## config.mk

```make
export PLATFORM = sky130hd
export DESIGN_NAME = snoop_bus_ctrl
export DESIGN_NICKNAME = d
export VERILOG_FILES = /design/src/rtl/snoop_bus_ctrl_pkg.sv /design/src/rtl/system_widths_pkg.sv /design/src/rtl/rr_arbiter.sv /design/src/rtl/snoop_bus_ctrl.sv
export SDC_FILE = /design/constraint.sdc
export NUM_CORES = 1
export LEC_CHECK = 0
export CORE_AREA = 2 2 95 97
export CTS_CLUSTER_SIZE = 12
export DETAILED_ROUTE_END_ITERATION = 10
export DIE_AREA = 0 0 97 99
export PLACE_DENSITY = 0.91
export SETUP_SLACK_MARGIN = 0.05
export SLEW_MARGIN = 20
export SYNTH_ARGS = -nofsm -noshare
export SYNTH_HDL_FRONTEND = slang
export SYNTH_HIERARCHICAL = 1
export SYNTH_SLANG_ARGS = --single-unit
export TNS_END_PERCENT = 1
```

## constraint.sdc

```tcl
create_clock -name clk -period 5.8 [get_ports clk]
set_input_delay 1.45 -clock clk [delete_from_list [all_inputs] [get_ports clk]]
set_output_delay 1.45 -clock clk [all_outputs]
set_load 0.005 [all_outputs]
```

## src/rtl/snoop_bus_ctrl_pkg.sv

```systemverilog
// Types and helpers private to the snoop bus sequencer.
package snoop_bus_ctrl_pkg;

   typedef enum logic [2:0] {
      ST_IDLE  = 3'd0,
      ST_GRANT = 3'd1,
      ST_SNOOP = 3'd2,
      ST_MEM   = 3'd3,
      ST_DONE  = 3'd4
   } bus_state_t;

   function automatic int wrap_inc(input int idx, input int n);
      return (idx + 1 >= n) ? 0 : idx + 1;
   endfunction

endpackage

```

## src/rtl/system_widths_pkg.sv

```systemverilog
// Widths and bus operation codes shared by the coherence bus, caches and MIU.
package system_widths_pkg;

   localparam int ADDR_W = 32;

   typedef enum logic [1:0] {
      BUS_RD   = 2'd0,
      BUS_RDX  = 2'd1,
      BUS_UPGR = 2'd2,
      BUS_WB   = 2'd3
   } bus_op_t;

endpackage

```

## src/rtl/rr_arbiter.sv

```systemverilog
// Round-robin picker: lowest requesting index at or above ptr_i, wrapping around.
module rr_arbiter #(
   parameter int N     = 3,
   parameter int IDX_W = $clog2(N)
) (
   input  logic [N-1:0]     req_i,
   input  logic [IDX_W-1:0] ptr_i,
   output logic             valid_o,
   output logic [IDX_W-1:0] idx_o
);

   always_comb begin
      logic found;
      int   j;
      found = 1'b0;
      j     = 0;
      idx_o = '0;
      for (int k = 0; k < N; k++) begin
         j = int'(ptr_i) + k;
         if (j >= N) j = j - N;
         if (!found && req_i[j]) begin
            found = 1'b1;
            idx_o = IDX_W'(j);
         end
      end
      valid_o = found;
   end

endmodule

```

## src/rtl/snoop_bus_ctrl.sv

```systemverilog
// Coherence bus sequencer: arbitrate, broadcast snoop, collect responses,
// optionally access memory, then pulse done to the winner.
module snoop_bus_ctrl
   import system_widths_pkg::bus_op_t, system_widths_pkg::BUS_RD,
          system_widths_pkg::BUS_UPGR, system_widths_pkg::BUS_WB;
   import snoop_bus_ctrl_pkg::*;
#(
   parameter int N      = 3,
   parameter int ADDR_W = system_widths_pkg::ADDR_W
) (
   input  logic                  clk,
   input  logic                  resetN,
   input  logic [N-1:0]          req_i,
   input  logic [2*N-1:0]        req_op_i,
   input  logic [N*ADDR_W-1:0]   req_addr_i,
   output logic [N-1:0]          gnt_o,
   output logic [N-1:0]          done_o,
   output logic                  shared_o,
   output logic                  snp_valid_o,
   output logic [1:0]            snp_op_o,
   output logic [ADDR_W-1:0]     snp_addr_o,
   output logic [$clog2(N)-1:0]  snp_src_o,
   input  logic [N-1:0]          snp_ack_i,
   input  logic [N-1:0]          snp_hit_i,
   input  logic [N-1:0]          snp_dirty_i,
   output logic                  mem_req_o,
   output logic                  mem_we_o,
   output logic [ADDR_W-1:0]     mem_addr_o,
   input  logic                  mem_ready_i,
   output logic                  busy_o
);

   localparam int SRC_W = $clog2(N);

   bus_state_t        state_q, state_d;
   logic [SRC_W-1:0]  win_q, win_d, rr_ptr_q, rr_ptr_d;
   bus_op_t           op_q, op_d;
   logic [ADDR_W-1:0] addr_q, addr_d;
   logic [N-1:0]      ack_q, ack_d, hit_q, hit_d, dirty_q, dirty_d;
   logic              mem_we_q, mem_we_d;

   logic [N-1:0]      arb_req, win_oh, ack_all, hit_acc, dirty_acc;
   logic              arb_valid;
   logic [SRC_W-1:0]  arb_idx;
   bus_op_t           sel_op;
   logic [ADDR_W-1:0] sel_addr;

   assign arb_req = (state_q == ST_IDLE) ? req_i : '0;

   rr_arbiter #(.N(N), .IDX_W(SRC_W)) u_arb (
      .req_i   (arb_req),
      .ptr_i   (rr_ptr_q),
      .valid_o (arb_valid),
      .idx_o   (arb_idx)
   );

   always_comb begin
      win_oh   = '0;
      sel_op   = BUS_RD;
      sel_addr = '0;
      for (int i = 0; i < N; i++) begin
         if (win_q == SRC_W'(i)) win_oh[i] = 1'b1;
         if (arb_idx == SRC_W'(i)) begin
            sel_op   = bus_op_t'(req_op_i[2*i +: 2]);
            sel_addr = req_addr_i[ADDR_W*i +: ADDR_W];
         end
      end
   end

   // The source never answers its own snoop: its bit counts as acked, its hit/dirty are dropped.
   assign ack_all   = ack_q | (snp_ack_i & ~win_oh) | win_oh;
   assign hit_acc   = hit_q | (snp_hit_i & snp_ack_i & ~win_oh);
   assign dirty_acc = dirty_q | (snp_dirty_i & snp_ack_i & ~win_oh);

   always_ff @(posedge clk) begin
      if (!resetN) begin
         state_q  <= ST_IDLE;
         win_q    <= '0;
         rr_ptr_q <= '0;
         op_q     <= BUS_RD;
         addr_q   <= '0;
         ack_q    <= '0;
         hit_q    <= '0;
         dirty_q  <= '0;
         mem_we_q <= 1'b0;
      end else begin
         state_q  <= state_d;
         win_q    <= win_d;
         rr_ptr_q <= rr_ptr_d;
         op_q     <= op_d;
         addr_q   <= addr_d;
         ack_q    <= ack_d;
         hit_q    <= hit_d;
         dirty_q  <= dirty_d;
         mem_we_q <= mem_we_d;
      end
   end

   always_comb begin
      state_d  = state_q;
      win_d    = win_q;
      rr_ptr_d = rr_ptr_q;
      op_d     = op_q;
      addr_d   = addr_q;
      ack_d    = ack_q;
      hit_d    = hit_q;
      dirty_d  = dirty_q;
      mem_we_d = mem_we_q;
      case (state_q)
         ST_IDLE: begin
            if (arb_valid) begin
               win_d   = arb_idx;
               op_d    = sel_op;
               addr_d  = sel_addr;
               state_d = ST_GRANT;
            end
         end
         ST_GRANT: begin
            ack_d   = '0;
            hit_d   = '0;
            dirty_d = '0;
            if (op_q == BUS_WB) begin
               mem_we_d = 1'b1;
               state_d  = ST_MEM;
            end else begin
               state_d  = ST_SNOOP;
            end
         end
         ST_SNOOP: begin
            ack_d   = ack_all;
            hit_d   = hit_acc;
            dirty_d = dirty_acc;
            if (&ack_all) begin
               if (op_q == BUS_UPGR) begin
                  state_d = ST_DONE;
               end else begin
                  mem_we_d = |dirty_acc;
                  state_d  = ST_MEM;
               end
            end
         end
         ST_MEM: begin
            if (mem_ready_i) state_d = ST_DONE;
         end
         ST_DONE: begin
            rr_ptr_d = SRC_W'(wrap_inc(int'(win_q), N));
            state_d  = ST_IDLE;
         end
         default: state_d = ST_IDLE;
      endcase
   end

   always_comb begin
      busy_o      = (state_q != ST_IDLE);
      gnt_o       = busy_o ? win_oh : '0;
      done_o      = (state_q == ST_DONE) ? win_oh : '0;
      shared_o    = (state_q == ST_DONE) && (op_q != BUS_WB) && (|hit_q);
      snp_valid_o = (state_q == ST_SNOOP);
      snp_op_o    = snp_valid_o ? op_q : 2'b00;
      snp_addr_o  = snp_valid_o ? addr_q : '0;
      snp_src_o   = snp_valid_o ? win_q : '0;
      mem_req_o   = (state_q == ST_MEM);
      mem_we_o    = mem_req_o & mem_we_q;
      mem_addr_o  = mem_req_o ? addr_q : '0;
   end

endmodule
```

==> impl_results.md <==
* Worst hold path class: reg -> reg
* H-Tree Level Count at 2
* Worst-skew pair later-pin latency at 0.30 ns
* CTS tree: yes
* Die Wd at 97 um
* Area share of the largest cell type after synthesis at 29.3%
* Longest Clk Path Bufs at 2
* Sequential power share at 27.3%
* Vias in the first global route at 3,784
* # setup viols final at 0
* Clk pin slew, worst setup/hold paths at 0.10 ns
* Switch share at 42.2%
* Number of gates resized after cts at 0
* Final hold slack at 0.480 ns
* P_sw at 0.880 mW
* Max-Cap Viols at 0
* Clock Power Share at 12.7%
* Slew @ Worst Pin at 0.962 ns
* RSZ-0062 raised after global routing: false
* Status: complete, no violations
* Drt drc at 0
* Initial antenna violation count at 0
* Post-Syn Area at 3490 sq um
* First-pass GRT wire length at 18,400 um
* Post-synth EDFFs at 0
* DR WL/cell at 16.7 um
* Data required, critical path at 6.00 ns
* Synth async-reset ratio at 0%
* Final setup TNS at 0 ns
* Hold Crit Depth at 2
* Via/cell ratio at 5.38
* Gr ovfl total at 0
* Final Net Count at 699
* IO buf count at 195
* FF-to-FF path depth at 10
* Root Driver: clkbuf_8
* Internal power at 1.20 mW
* Cell Pwr Density at 373 nW/um^2
* Initial DRC count at 114
* Worst-path fanout max at 23
* Min Tclk post-route at 4.32 ns
* Worst EP arrival at 4.53 ns
* Lkg Pwr at 2.29 nW
* Mapped Avg Cell Area at 8.53 sq um
* Number of CTS-inserted buffers at 5
* Total GRT Usage at 23.1%
* Routed Antenna Nets at 0
* Slew Limit Fails at 0
* Clock sinks at 51
* Ys flop type: dfxtp_1
* Maximum clock frequency at 231 MHz
* Fin crit share at 74.5%
* Routability cong. at 0.930
* TritonRoute pass-1 iters at 4
* Synth area leader: dfxtp_1
* Syn Inst Count at 409
* Peak VDD IR at 0.287 mV
* Worst clock skew at 0.0129 ns
* Routed vias at 3,698
* Die Ht at 99 um
* Final hold viol count at 0
* Core box area at 8550 sq um
* Startpoint types: input port
* Total Die Area at 9600 sq um
* Initial core utilization at 40.8%
* Leading post-synthesis cells by cell area: dfxtp_1 (29%), and2_1 (13%), mux2i_1 (12%)
* CP Capture Type: flip-flop
* #FFs+latches synth at 51
* Yosys warns at 6
* Register area share after synthesis at 29.3%
* Largest net degree at the start of global routing at 69
* Mapped Nets at 529
* Area Growth Syn to Fin at 60.0%
* # diodes at 0
* Standard-cell rows at 34
* WS Path Type: in -> reg
* Num ports at 196
* Worst slew margin at 35.6%
* Comb pwr share at 60.0%
* CTS Hold Bufs at 0
* Share of layout cells above drive strength 1 at 5.17%
* Cell variety after synth at 51
* Post-DP HPWL at 8500 um
* Setup bufs post-CTS at 0
* Total Wirelength at 11,500 um
## kinds of logic (layout without fill, tap and decap cells)
kind of cell	after synthesis	after routing	share of synthesized area, %
AOI/OAI and AO/OA	104	104	25.2
adders and majority gates	3	3	1.08
buffers and inverters	44	215	6.06
DFF	51	51	29.3
muxes	42	42	12.1
and+or+nand+nor	165	165	26.3
## worst max-delay path, stage by stage
cell and delay, ns:
clkdlybuf4s50_1 0.44, and2_1 0.19, mux2i_1 0.10, mux2i_1 0.37, mux2i_1 0.19, o21ai_4 0.77
buf_4 0.41, mux2i_1 0.27, o211ai_1 0.13, o211a_1 0.19
## per-stage QoR
step	power [mW]	cells	area, sq um	util, %	setup WS, ns
after floorplan	1.45	409	3490	-	2.43
after global placement	1.77	680	5460	63.8	1.39
after detailed placement	1.83	680	5460	63.8	1.17
after CTS	2.10	688	5580	65.2	1.49
after global routing	2.24	688	5580	65.3	1.30
final	2.08	688	5580	65.3	1.48
## cells in the mapped netlist (2+ instances only)
| cell | instances |
|---|---|
| a21oi_1 | 4 |
| nand2b_1 | 3 |
| and2_1 | 74 |
| nand2_1 | 40 |
| a211oi_1 | 4 |
| o211ai_1 | 34 |
| o21ai_1 | 2 |
| mux2i_1 | 41 |
| buf_4 | 3 |
| clkbuf_1 | 16 |
| o21ai_0 | 5 |
| nand3b_1 | 3 |
| o211a_1 | 34 |
| nor2_1 | 17 |
| a31oi_1 | 4 |
| nor3_1 | 6 |
| buf_6 | 2 |
| ha_1 | 3 |
| buf_2 | 15 |
| nor3b_1 | 2 |
| inv_1 | 6 |
| a21boi_0 | 3 |
| a41oi_1 | 2 |
| nor2b_1 | 9 |
| dfxtp_1 | 51 |
## metal layers
metal | vias to the layer above | track usage [%] | part of all wire, %
met5 | - | 0 | 0
met4 | 0 | 8.45 | 2.7
met3 | 22 | 5.53 | 6.8
met2 | 144 | 42.4 | 52
met1 | 1730 | 26.0 | 39
li1 | 1802 | - | -
## flip-flops by register name, summed over array words and instances (netlist names)
signal / flops
addr_q: 32
ack_q: 3
dirty_q: 3
hit_q: 3
state_q: 3
op_q: 2
rr_ptr_q: 2
win_q: 2
mem_we_q: 1
## power groups by stage
stage          Sequential, mW  Clock [mW]  Combinational, mW
2_1_floorplan           0.525           0              0.923
3_3_place_gp            0.569           0               1.20
3_5_place_dp            0.573           0               1.26
4_1_cts                 0.567       0.272               1.26
5_1_grt                 0.585       0.287               1.37
6_report                0.568       0.265               1.25
## area by class of cell
class / instances / area (sq um)
fill: 688 / 2970
multi-input combinational: 314 / 2290
timing repair buffer: 200 / 1990
sequential: 51 / 1020
tap: 108 / 135
clock buffer: 6 / 82.6
clock inverter: 2 / 38.8
inverter: 7 / 27.5
## worst paths after layout
path	from	endpoint	slack, ns
worst max-delay path	req_i[2]	addr_q[18]	1.48
worst min-delay path	dirty_q[0]	dirty_q[0]	0.48
worst min register to register	dirty_q[0]	dirty_q[0]	0.48
worst max register to register	state_q[1]	addr_q[18]	2.20
## placed cells by master, fill, tap and decap left out, types with 2 or more instances in the layout
| cell | instances |
|---|---|
| clkdlybuf4s50_1 | 195 |
| and2_1 | 73 |
| dfxtp_1 | 51 |
| mux2i_1 | 41 |
| nand2_1 | 40 |
| o211ai_1 | 34 |
| o211a_1 | 34 |
| nor2_1 | 17 |
| nor2b_1 | 8 |
| inv_1 | 6 |
| nor3_1 | 6 |
| clkbuf_8 | 6 |
| o21ai_0 | 5 |
| buf_4 | 5 |
| a21oi_1 | 4 |
| a31oi_1 | 4 |
| nand2b_1 | 3 |
| a211oi_1 | 3 |
| a21boi_0 | 3 |
| nand3b_1 | 3 |
| ha_1 | 3 |
| a211oi_4 | 2 |
| a41oi_1 | 2 |
| nor3b_1 | 2 |
Note: power is estimated with default switching activity, not from simulation.
